**config.mk**
```make
export PLATFORM = sky130hd
export DESIGN_NAME = branch_comp
export DESIGN_NICKNAME = d
export VERILOG_FILES = /design/src/rtl/branch_comp.sv
export SDC_FILE = /design/constraint.sdc
export NUM_CORES = 1
export LEC_CHECK = 0
export ABC_CLOCK_PERIOD_IN_PS = 3200
export CAP_MARGIN = 15
export CORE_UTILIZATION = 63
export CTS_BUF_LIST = sky130_fd_sc_hd__clkbuf_16
export CTS_CLUSTER_SIZE = 25
export DETAILED_ROUTE_END_ITERATION = 10
export DONT_BUFFER_PORTS = 1
export PLACE_DENSITY = 0.88
export SKIP_LAST_GASP = 1
export SLEW_MARGIN = 25
export SYNTH_ARGS = -nofsm -noshare
export SYNTH_HDL_FRONTEND = slang
export SYNTH_SLANG_ARGS = --single-unit
```
**constraint.sdc**
```tcl
create_clock -name clk -period 3.2 [get_ports clk]
set_input_delay 0.64 -clock clk [delete_from_list [all_inputs] [get_ports clk]]
set_output_delay 0.64 -clock clk [all_outputs]
set_load 0.05 [all_outputs]
```
**src/rtl/branch_comp.sv**
```systemverilog
// RV32I branch comparator: combinational eq/lt flags plus a one-cycle registered copy.
// Optional BRANCHCOMP_TAKEN_EN adds funct3 decode to br_taken/br_taken_q.
module branch_comp #(
    parameter int XLEN = 32
) (
    input  logic            clk,
    input  logic            rst_n,
    input  logic [XLEN-1:0] a,
    input  logic [XLEN-1:0] b,
    input  logic            br_un,
    input  logic            in_valid,
`ifdef BRANCHCOMP_TAKEN_EN
    input  logic [2:0]      funct3,
    output logic            br_taken,
    output logic            br_taken_q,
`endif
    output logic            br_eq,
    output logic            br_lt,
    output logic            out_valid,
    output logic            br_eq_q,
    output logic            br_lt_q
);

    logic w_eq;
    logic w_sgn_diff;
    logic w_low_lt;
    logic w_lt_u;
    logic w_lt_s;
    logic w_lt;

    logic r_valid;
    logic r_eq;
    logic r_lt;

    // Direct magnitude compare, never the sign of a-b, so no overflow cases.
    assign w_eq       = (a == b);
    assign w_sgn_diff = a[XLEN-1] ^ b[XLEN-1];
    assign w_low_lt   = (a[XLEN-2:0] < b[XLEN-2:0]);
    assign w_lt_u     = w_sgn_diff ? b[XLEN-1] : w_low_lt;
    assign w_lt_s     = w_sgn_diff ? a[XLEN-1] : w_low_lt;
    assign w_lt       = !w_eq && (br_un ? w_lt_u : w_lt_s);

    assign br_eq = w_eq;
    assign br_lt = w_lt;

    always_ff @(posedge clk or negedge rst_n) begin
        if (!rst_n) begin
            r_valid <= 1'b0;
            r_eq    <= 1'b0;
            r_lt    <= 1'b0;
        end else begin
            r_valid <= in_valid;
            if (in_valid) begin
                r_eq <= w_eq;
                r_lt <= w_lt;
            end
        end
    end

    assign out_valid = r_valid;
    assign br_eq_q   = r_eq;
    assign br_lt_q   = r_lt;

`ifdef BRANCHCOMP_TAKEN_EN
    logic w_lt_f3;
    logic w_taken;
    logic r_taken;

    // funct3[1] picks unsigned for BLTU/BGEU regardless of br_un.
    assign w_lt_f3 = !w_eq && (funct3[1] ? w_lt_u : w_lt_s);

    always_comb begin
        w_taken = 1'b0;
        unique case (funct3)
            3'b000:  w_taken = w_eq;
            3'b001:  w_taken = !w_eq;
            3'b100:  w_taken = w_lt_f3;
            3'b101:  w_taken = !w_lt_f3;
            3'b110:  w_taken = w_lt_f3;
            3'b111:  w_taken = !w_lt_f3;
            default: w_taken = 1'b0;
        endcase
    end

    always_ff @(posedge clk or negedge rst_n) begin
        if (!rst_n) begin
            r_taken <= 1'b0;
        end else if (in_valid) begin
            r_taken <= w_taken;
        end
    end

    assign br_taken   = w_taken;
    assign br_taken_q = r_taken;
`endif

endmodule

```
# == After elaboration in Yosys (flattened, before gate mapping) ==
# Cells that the tools add are included.
# word_totals
ff_bits,3
output_inout_bits,5
# classes
magnitude_cmp,1
eq_ne,1
muxes,3
n_bitwise,1
reduce_logical,2
# op_table
operator,count
== test 32 bit,1
less-than comparator 31 bit,1
2-to-1 mux 1 bit,3
logical AND 1 bit,1
logical NOT 1 bit,1
XOR 1 bit,1

# == Logic depth before layout (Yosys ltp) ==
# Gate-level depths: netlist of run 1.
# logic_depth
ltp_word,4
mapped_depth,8
ltp_nobuf,8

# == Worst setup path after synthesis of run 1 ==
# OpenSTA, ideal clock, no wires.
# synth_timing
path_type,in2out
from,input port b[20]
to,output port br_lt
arrival_ns,2.331
path_slack_ns,0.229
path_stages,7
n_path_buf,0
path_cell_list,inv_1 -> ha_1 -> nand4_2 -> nor4_2 -> nand4_1 -> or4_4 -> and2_2
# synth_between
elab_chain_cells,4
# synth_lines
item,line_no,text
start: declaration,9,"input logic [XLEN-1:0] b,"
less-than comparator 31 bit,38,assign w_low_lt = (a[XLEN-2:0] < b[XLEN-2:0]);
2-to-1 mux 1 bit (on tied branches),"40, 39",
2-to-1 mux 1 bit,41,assign w_lt = !w_eq && (br_un ? w_lt_u : w_lt_s);
logical AND 1 bit (*),41,
end: declaration,18,"output logic br_lt,"
# Mark *: on every way between the ends. The rest lies on a longest branch, timed or not.

# == Worst setup path after layout of run 1 ==
# layout_timing
from,input port b[20]
to,output port br_eq
# layout_between
elab_chain_cells,1
# layout_lines
item,line_no,text
== test 32 bit,36,assign w_eq = (a == b);
end: declaration,17,"output logic br_eq,"
# No other way between the ends.

==> flow_metrics.py, run 1 <==
metrics = {
    "timing": {
        "rsz0062_at_grt": "false",
        "finalHoldViolations": 0,
        "slew_headroom_pct": 67.00,
        "min_period_ns": 3.039,
        "finalSetupTns_ns": 0,
        "period_share_pct": 94.96,
        "worst_pin_slew_ns": 0.4950,
        "clock.fmax_mhz": 329.1,
        "maxSlewViolCount": 0,
        "final.setup_skew_ns": 0,
        "setup_viol": 0,
    },
    "drt": {
        "ant_nets": 0,
        "drc_errors": 0,
        "viasPerCell": 6.532,
        "drt_pass1_iterations": 4,
        "wl_per_cell_um": 15.27,
        "dr.first_iter.drc_count": 17,
        "vias": 921,
        "wirelength_um": 2153,
    },
    "die": {
        "die_h_um": 40.67,
        "initial_core_util_pct": 69.79,
        "core_um2": 1350,
        "design.die.area_um2": 1654,
        "io_pins": 73,
        "die_x_um": 40.67,
        "num_rows": 13,
    },
    "clock_tree": {
        "cts.sinks": 3,
        "cts.clk_slew.worst_paths_ns": 0.03,
        "numCtsBuffers": 3,
        "clockBufferDepth": 2,
        "insertion_delay_ns": 0.22,
        "cts-root-buf": "clkbuf_16",
        "cts_tree": "yes",
        "cts_max_level": 1,
    },
    "critical_path": {
        "worst-path-buf-inv": 2,
        "crit_family": "simple AND/OR/NAND/NOR gates",
        "crit_arrival_ns": 2.40,
        "crit_type": "in -> out",
        "max_stage_delay_ns": 0.56,
        "critPathMaxFanout": 3,
        "slowest_stage": "or4_4",
        "cp.required_ns": 2.56,
        "cp-end-kind": "output pin",
        "worstPathCellList": "inv_1, ha_1, nand4_2, nor4_4, nand4_1, or4_4, inv_2",
        "cp-start-kind": "input port",
    },
    "yosys": {
        "syn_area_um2": 942.2,
        "synth_edf_count": 0,
        "synth.distinct_cells": 31,
        "syn_area_per_cell_um2": 7.723,
        "synth_ff_type": "dfrtp_1",
        "synth_area_leaders": "ha_1 (41%), inv_1 (13%), dfrtp_1 (8.0%), a21oi_1 (4.8%), nand4_1 (3.3%)",
        "synth_cells": 122,
        "synthArstFlopShare_pct": 100.0,
        "syn_nets": 221,
        "ys_seq_elements": 3,
        "synth_warnings": 0,
        "yosysTopAreaCell": "ha_1",
        "synth_top_area_share_pct": 41.17,
        "yosysSeqAreaShare_pct": 7.968,
    },
    "cells_and_area": {
        "mostFrequentLayoutCell": "inv_1",
        "final_cell_count_no_fill": 141,
        "areaGrowthSynthToFinish_pct": 11.42,
        "multi_input_area_um2": 753.2,
        "finalNetCount": 226,
        "design_area_um2": 1050,
        "register_area_um2": 75.07,
        "drive_above_1_share_pct": 7.937,
        "final_cell_mix": "inv_1 (33), ha_1 (31), a21oi_1 (9), nand2_1 (7), nand4_1 (5)",
        "fill_cells": 94,
        "antenna_cells": 0,
    },
    "placement": {
        "gp_congestion": 0.7117,
        "port_buffers": 0,
        "dpl_cell_area_um2": 960.9,
        "hpwl_um": 1746,
        "dp_cells": 137,
    },
    "grt": {
        "antenna_found_initial": 0,
        "grt.total_usage_pct": 27.24,
        "grt_max_degree": 5,
        "grt_pass1_vias": 846,
        "gr-total-overflow": 0,
        "grt_pass1_wl_um": 3070,
    },
    "power_and_ir_drop": {
        "p_leak_nw": 0.6343,
        "irDropWorstVdd_v": 0.0001838,
        "power.density_nw_per_um2": 346.1,
    },
    "hold_path": {
        "hold_path.class": "in -> async",
    },
    "outcome": {
        "status": "completed",
    },
    "job": {
        "maxCapViolCount": 0,
    },
}
[per-stage QoR]
step	power, W	utilization (%)	setup slack (ns)	hold slack [ns]
after floorplan	0.0001389	-	0.2291	0.3444
after global placement	0.0001522	71.18	0.1673	0.3445
after detailed placement	0.0001592	71.18	0.1061	0.3445
final	0.0003633	77.76	0.1611	0.1113
after CTS	0.0003611	77.02	0.09648	0.1104
after global routing	0.0003836	77.76	0.05448	0.1092
[power by group]
part           switching [W]  internal [W]   total, W
Sequential         0.0000115     0.0000408  0.0000524
Combinational      0.0000630     0.0000498   0.000113
Clock              0.0000368      0.000161   0.000198
[metal layers]
metal  track usage (%)  vias up  share of wire (%)
met1             26.28      429                 36
met2             57.14       51                 56
met4             10.83        0                2.0
met5                 0        -                  0
li1                  -      433                  -
met3             2.174        8                6.2
[layout make-up]
type / count / share of cell area [%]
multi-input cells: 86 / 71.75
well taps: 15 / 1.788
clock inverters: 1 / 0.3576
clock buffers: 3 / 7.151
inverters: 33 / 11.80
flip-flops and latches: 3 / 7.151
[cell usage after synthesis (all sizes together), types with 2 or more instances]
| cell type | count |
|---|---|
| a21o | 4 |
| a21oi | 9 |
| and2 | 2 |
| dfrtp | 3 |
| ha | 31 |
| inv | 33 |
| nand2 | 7 |
| nand2b | 2 |
| nand3b | 2 |
| nand4 | 6 |
| nor2 | 3 |
| o21ai | 4 |
| or3 | 2 |
[state kept, by name, summed over array words and instances (netlist names)]
signal / count
out_valid: 1
br_lt_q: 1
br_eq_q: 1
[final timing paths]
kind	start	cells past startpoint	slack, ns	endpoint
setup / recovery	b[20]	7	0.16	br_eq
hold / removal	rst_n	0	0.11	br_lt_q
setup reg to reg	br_lt_q	2	2.10	br_lt_q
hold reg to reg	br_eq_q	1	0.94	br_eq_q
max in group asynchronous	rst_n	0	3.02	br_eq_q
min in group clk	in_valid	0	0.44	out_valid
[cell families after synthesis]
| logic type | synth area share, % |
|---|---|
| XOR/XNOR | 0.9298 |
| multiplexers | 1.195 |
| adder cells (fa/ha/maj) | 41.17 |
| AO/OA/AOI/OAI | 17.93 |
| AND/OR/NAND/NOR | 17.66 |
| flip-flops | 7.968 |
| buffers and inverters | 13.15 |
[timing repair]
action / 4_1_cts / 5_1_grt
hold buffers: 0 / 0
setup endpoints to repair: 0 / 1
buffers inserted: 0 / 0
resized for setup: 0 / 2
Note: power is estimated with default switching activity, not from simulation.
==> inputs of run 2 (changes only) <==
--- a/config.mk
+++ b/config.mk
@@ -5,6 +5,7 @@
 export SDC_FILE = /design/constraint.sdc
 export NUM_CORES = 1
 export LEC_CHECK = 0
+export ABC_AREA = 1
 export ABC_CLOCK_PERIOD_IN_PS = 3200
 export CAP_MARGIN = 15
 export CORE_UTILIZATION = 63
==> run 2 against run 1 <==
  * Design area grew 13%
  * Routed wire length is 7.2% higher
  * Combinational power increased by 11%
  * Clock power about the same
  * Setup slack better by 0.47 ns
  * Sequential cell count did not move
  * Sequential power shrank 2%
  * Area after synthesis grew 14%
  * Register-to-register slack gained 0.19 ns
  * Largest cell class unchanged
  * Largest power group unchanged
  * Hold slack improved by 0.0013 ns
  * Core utilization decreased by 0.89 points
  * Critical path type unchanged
==> flow_metrics.py, run 2 <==
metrics = {
    "outcome": {
        "status": "completed",
    },
    "power_and_ir_drop": {
        "p_leak_nw": 0.8116,
        "power.density_nw_per_um2": 315.2,
        "power_w": 0.0003735,
        "irDropWorstVdd_v": 0.0002826,
    },
    "yosys": {
        "synth-adder-area-share_pct": 36.21,
        "yosysSeqAreaShare_pct": 7.009,
        "synth_top_family_by_area": "adder cells",
        "synthSimpleGateAreaFrac_pct": 30.96,
        "synth_common_cells": "nand2_1 (54), inv_1 (50), ha_1 (31)",
        "synth_compound_area_share_pct": 6.192,
        "synth_edf_count": 0,
        "ys_seq_elements": 3,
        "synth_area_leaders": "ha_1 (36%), nand2_1 (19%), inv_1 (18%), dfrtp_1 (7.0%), a21oi_1 (4.2%)",
        "synth_top_area_share_pct": 36.21,
        "synth_cells": 178,
        "synth.distinct_cells": 19,
        "synth_xor_area_share_pct": 0,
        "synthArstFlopShare_pct": 100.0,
        "yosysMostFrequentCell": "nand2_1",
        "syn_area_per_cell_um2": 6.017,
        "yosysTopAreaCell": "ha_1",
        "syn_nets": 277,
        "synth_warnings": 0,
        "synth_ff_type": "dfrtp_1",
        "syn_area_um2": 1071,
        "synth_mux_area_share_pct": 1.051,
    },
    "placement": {
        "gp_congestion": 0.7029,
        "dp_cells": 196,
        "hpwl_um": 1837,
        "port_buffers": 0,
    },
    "job": {
        "maxCapViolCount": 0,
    },
    "critical_path": {
        "crit_arrival_ns": 1.93,
        "cp-start-kind": "input port",
        "r2r_cells": 2,
        "rr_startpoint": "br_lt_q",
        "critPathMaxFanout": 2,
        "timing.rr.end": "br_lt_q",
        "cp-end-kind": "output pin",
        "rrSetupSlack_ns": 2.29,
        "cp.required_ns": 2.56,
        "crit_type": "in -> out",
    },
    "cells_and_area": {
        "multi_input_area_um2": 797.0,
        "register_area_um2": 75.07,
        "final_cell_count_no_fill": 200,
        "fill_cells": 129,
        "areaGrowthSynthToFinish_pct": 10.63,
        "drive_above_1_share_pct": 7.065,
        "finalNetCount": 284,
        "antenna_cells": 0,
        "final_cell_mix": "nand2_1 (54), inv_1 (51), ha_1 (31), a21oi_1 (9), nor2_1 (8)",
        "mostFrequentLayoutCell": "nand2_1",
    },
    "drt": {
        "drt_pass1_iterations": 4,
        "ant_nets": 0,
        "wl_per_cell_um": 11.54,
        "vias": 1063,
        "dr.first_iter.drc_count": 12,
        "drc_errors": 0,
        "wirelength_um": 2307,
        "viasPerCell": 5.315,
    },
    "timing": {
        "maxSlewViolCount": 0,
        "rsz0062_at_grt": "false",
        "clock.fmax_mhz": 389.4,
        "finalHoldViolations": 0,
        "period_share_pct": 80.26,
        "min_period_ns": 2.568,
        "finalSetupTns_ns": 0,
        "setup_viol": 0,
        "slew_headroom_pct": 66.30,
        "worst_pin_slew_ns": 0.5055,
        "final.setup_skew_ns": 0,
    },
    "clock_tree": {
        "cts.sinks": 3,
        "cts_max_level": 1,
        "numCtsBuffers": 3,
        "insertion_delay_ns": 0.22,
        "cts_hold_buf": 0,
        "clockBufferDepth": 2,
        "cts.clk_slew.worst_paths_ns": 0.03,
        "cts_tree": "yes",
        "cts-root-buf": "clkbuf_16",
        "cts_resized": 0,
        "cts_setup_buffers": 0,
    },
    "hold_path": {
        "hold_path.class": "in -> async",
    },
    "grt": {
        "grt.total_usage_pct": 25.82,
        "grt_pass1_wl_um": 3753,
        "antenna_found_initial": 0,
        "gr-total-overflow": 0,
        "grt_max_degree": 5,
        "grt_pass1_vias": 1038,
    },
    "die": {
        "die_h_um": 43.23,
        "num_rows": 14,
        "initial_core_util_pct": 69.48,
        "die_x_um": 43.23,
        "design.die.area_um2": 1869,
        "core_um2": 1541,
        "io_pins": 73,
    },
}
[run 2: routing by layer]
metal | global-route usage (%) | part of all wire (%) | wire, µm
met2 | 52.54 | 55 | 1275
met1 | 26.48 | 38 | 874
met4 | 9.091 | 1.7 | 39
met3 | 1.702 | 5.1 | 118
met5 | 0 | 0 | 0
[run 2: critical path, cell delays in order]
cell and delay [ns]:
inv_1 0.02, ha_1 0.30, nand2_1 0.15, inv_2 0.06, nand2_1 0.07, nand2_1 0.06, nand2_1 0.07, nand2_1 0.05
nand2_1 0.05, nand2_1 0.05, clkinv_1 0.05, nand2_2 0.04, a21oi_1 0.12, buf_4 0.21
[run 2: per-stage QoR]
stage | instance area, µm² | util, % | hold slack [ns] | setup slack (ns)
final | 1185 | 76.87 | 0.1126 | 0.6316
after global routing | 1185 | 76.87 | 0.1104 | 0.5011
after CTS | 1185 | 76.87 | 0.1122 | 0.6526
after detailed placement | 1106 | 71.75 | 0.3445 | 0.7051
after global placement | 1106 | 71.75 | 0.3445 | 0.7420
after floorplan | 1071 | - | 0.3444 | 0.2110
[run 2: cell families (layout without fill, tap and decap cells)]
kind of cell               count (synthesis)  after routing
adders and majority gates                 31             31
AOI/OAI and AO/OA                         12             12
muxes                                      1              1
DFF                                        3              3
and+or+nand+nor                           78             78
buffers and inverters                     53             59
[run 2: worst max-delay path by stage]
| stage | from | to | slack (ns) |
|---|---|---|---|
| detailed placement | b[10] | br_lt | 0.71 |
| floorplan | b[29] | br_lt | 0.21 |
| finish | b[18] | br_lt | 0.63 |
| CTS | b[18] | br_lt | 0.65 |
| global placement | b[14] | br_lt | 0.74 |
| global route | b[10] | br_lt | 0.50 |
[run 2: report_power, final]
part           internal, W  switching (W)  total [W]
sequential       0.0000405      0.0000109  0.0000514
combinational    0.0000496      0.0000750   0.000125
clock             0.000161      0.0000362   0.000198
[run 2: cell type report]
type                            count  area share (%)
Multi-Input combinational cell    122           67.26
Timing Repair Buffer                2           1.267
Inverter                           53           16.79
Sequential cell                     3           6.336
Tap cell                           16           1.690
Clock inverter                      1          0.3168
Clock buffer                        3           6.336
==> inputs of run 3 (changes only) <==
--- a/config.mk
+++ b/config.mk
@@ -5,15 +5,15 @@
 export SDC_FILE = /design/constraint.sdc
 export NUM_CORES = 1
 export LEC_CHECK = 0
-export ABC_AREA = 1
-export ABC_CLOCK_PERIOD_IN_PS = 3200
+export ABC_AREA = 0
+export ABC_CLOCK_PERIOD_IN_PS = 2210
 export CAP_MARGIN = 15
-export CORE_UTILIZATION = 63
+export CORE_UTILIZATION = 57
 export CTS_BUF_LIST = sky130_fd_sc_hd__clkbuf_16
 export CTS_CLUSTER_SIZE = 25
 export DETAILED_ROUTE_END_ITERATION = 10
 export DONT_BUFFER_PORTS = 1
-export PLACE_DENSITY = 0.88
+export PLACE_DENSITY = 0.84
 export SKIP_LAST_GASP = 1
 export SLEW_MARGIN = 25
 export SYNTH_ARGS = -nofsm -noshare
==> constraint.sdc (replaced) <==
create_clock -name clk -period 2.21 [get_ports clk]
set_input_delay 0.442 -clock clk [delete_from_list [all_inputs] [get_ports clk]]
set_output_delay 0.442 -clock clk [all_outputs]
set_load 0.05 [all_outputs]
==> run 3 against run 2 <==
  * The flow now finishes with violations (negative setup slack)
  * Core utilization up 3.8 points
  * Sequential share of layout area down 0.23 points
  * Largest cell class unchanged
  * Critical path depth down 8
  * Sequential cell count unchanged
  * Register-to-register slack worse by 1.2 ns
  * Critical path type unchanged
==> flow_metrics.py, run 3 (synthesis gave the netlist of run 1 again) <==
metrics = {
    "outcome": {
        "status": "complete, but fails checks",
        "failed_checks": "negative setup slack",
    },
    "drt": {
        "viasPerCell": 5.914,
        "ant_nets": 0,
        "wirelength_um": 2098,
        "drc_errors": 0,
        "drt_pass1_iterations": 4,
        "dr.first_iter.drc_count": 7,
        "wl_per_cell_um": 13.89,
        "vias": 893,
    },
    "timing": {
        "min_period_ns": 2.449,
        "setup_viol": 2,
        "slew_headroom_pct": 67.82,
        "maxSlewViolCount": 0,
        "clock.fmax_mhz": 408.3,
        "whs_ns": 0.2451,
        "worst_pin_slew_ns": 0.4828,
        "setup_slack_ns": -0.2391,
        "period_share_pct": 110.8,
        "finalHoldViolations": 0,
        "finalSetupTns_ns": -0.4219,
        "final.setup_skew_ns": 0,
        "rsz0062_at_grt": "true",
    },
    "die": {
        "io_pins": 73,
        "die_x_um": 42.66,
        "die_h_um": 42.66,
        "num_rows": 14,
        "core_um2": 1524,
        "initial_core_util_pct": 61.82,
        "design.die.area_um2": 1819,
    },
    "placement": {
        "dpl_cell_area_um2": 1099,
        "port_buffers": 0,
        "hpwl_um": 1684,
        "gp_congestion": 0.6909,
        "dp_cells": 145,
    },
    "cells_and_area": {
        "mostFrequentLayoutCell": "inv_1",
        "antenna_cells": 0,
        "drive_above_1_share_pct": 22.22,
        "final_cell_mix": "inv_1 (29), ha_1 (24), a21oi_1 (9), buf_4 (8)",
        "areaGrowthSynthToFinish_pct": 30.41,
        "final_cell_count_no_fill": 151,
        "finalNetCount": 235,
        "fill_cells": 104,
        "design_area_um2": 1229,
    },
    "critical_path": {
        "worst-path-buf-inv": 1,
        "r2r_cells": 2,
        "worstPathCellList": "inv_1, ha_1, nand4_1, or3_1, or4_4, and2_4",
        "slowest_stage": "or4_4",
        "critPathMaxFanout": 3,
        "crit_family": "simple AND/OR/NAND/NOR gates",
        "crit_type": "in -> out",
        "crit_cells": 6,
        "max_stage_delay_ns": 0.53,
        "cp-end-kind": "output pin",
        "cp.required_ns": 1.77,
        "crit_arrival_ns": 2.01,
        "cp-start-kind": "input port",
    },
    "clock_tree": {
        "insertion_delay_ns": 0.22,
        "clockBufferDepth": 2,
        "cts-root-buf": "clkbuf_16",
        "cts.sinks": 3,
        "cts_max_level": 1,
        "numCtsBuffers": 3,
        "cts_tree": "yes",
        "cts.clk_slew.worst_paths_ns": 0.03,
    },
    "power_and_ir_drop": {
        "power_w": 0.0005487,
        "power.density_nw_per_um2": 446.6,
        "p_leak_nw": 0.6685,
        "irDropWorstVdd_v": 0.0003628,
    },
    "job": {
        "maxCapViolCount": 0,
    },
    "grt": {
        "grt.total_usage_pct": 22.59,
        "grt_pass1_wl_um": 3208,
        "antenna_found_initial": 0,
        "gr-total-overflow": 0,
        "grt_max_degree": 5,
        "grt_pass1_vias": 900,
    },
    "hold_path": {
        "min_delay_path_depth": 0,
        "hold_path.class": "in -> reg",
    },
}
[run 3: stage by stage]
| step | setup WS [ns] | utilization [%] |
|---|---|---|
| global placement | -0.2352 | 72.09 |
| finish | -0.2391 | 80.62 |
| global route | -0.3316 | 80.62 |
| CTS | -0.2645 | 78.41 |
| floorplan | -0.1549 | - |
| detailed placement | -0.2709 | 72.09 |
[run 3: timing repair]
item	CTS	global route
pin swaps	0	1
setup endpoints to repair	2	2
hold buffers	1	0
hold endpoints to repair	3	0
gates resized for setup	0	4
setup buffers	1	0
[run 3: layer usage]
| layer | up-vias | part of all wire (%) | track usage, % |
|---|---|---|---|
| met5 | - | 0 | 0 |
| met4 | 0 | 1.9 | 8.750 |
| met3 | 4 | 5.9 | 3.830 |
| met2 | 43 | 58 | 45.76 |
| met1 | 396 | 34 | 21.71 |
| li1 | 450 | - | - |
[run 3: worst paths after layout]
kind                           from         to  slack (ns)
max                           b[28]      br_lt       -0.24
min                        in_valid  out_valid        0.25
max reg2reg                 br_lt_q    br_lt_q        1.10
min reg2reg                 br_eq_q    br_eq_q        0.89
max in group asynchronous     rst_n    br_lt_q        1.58
min in group asynchronous     rst_n  out_valid        0.47
[run 3: power breakdown]
part / leakage, nW / internal [W] / switching, W
Combinational: 0.589 / 0.0000951 / 0.0000933
Clock: 0.0423 / 0.000233 / 0.0000507
Sequential: 0.0376 / 0.0000591 / 0.0000172
[run 3: cell type report]
class,count,area (µm²),area share [%]
Clock buffer,3,75.07,6.110
Clock inverter,1,3.754,0.3055
Inverter,33,143.9,11.71
Multi-Input combinational cell,86,840.8,68.43
Sequential cell,3,75.07,6.110
Tap cell,16,20.02,1.629
Timing Repair Buffer,9,70.07,5.703
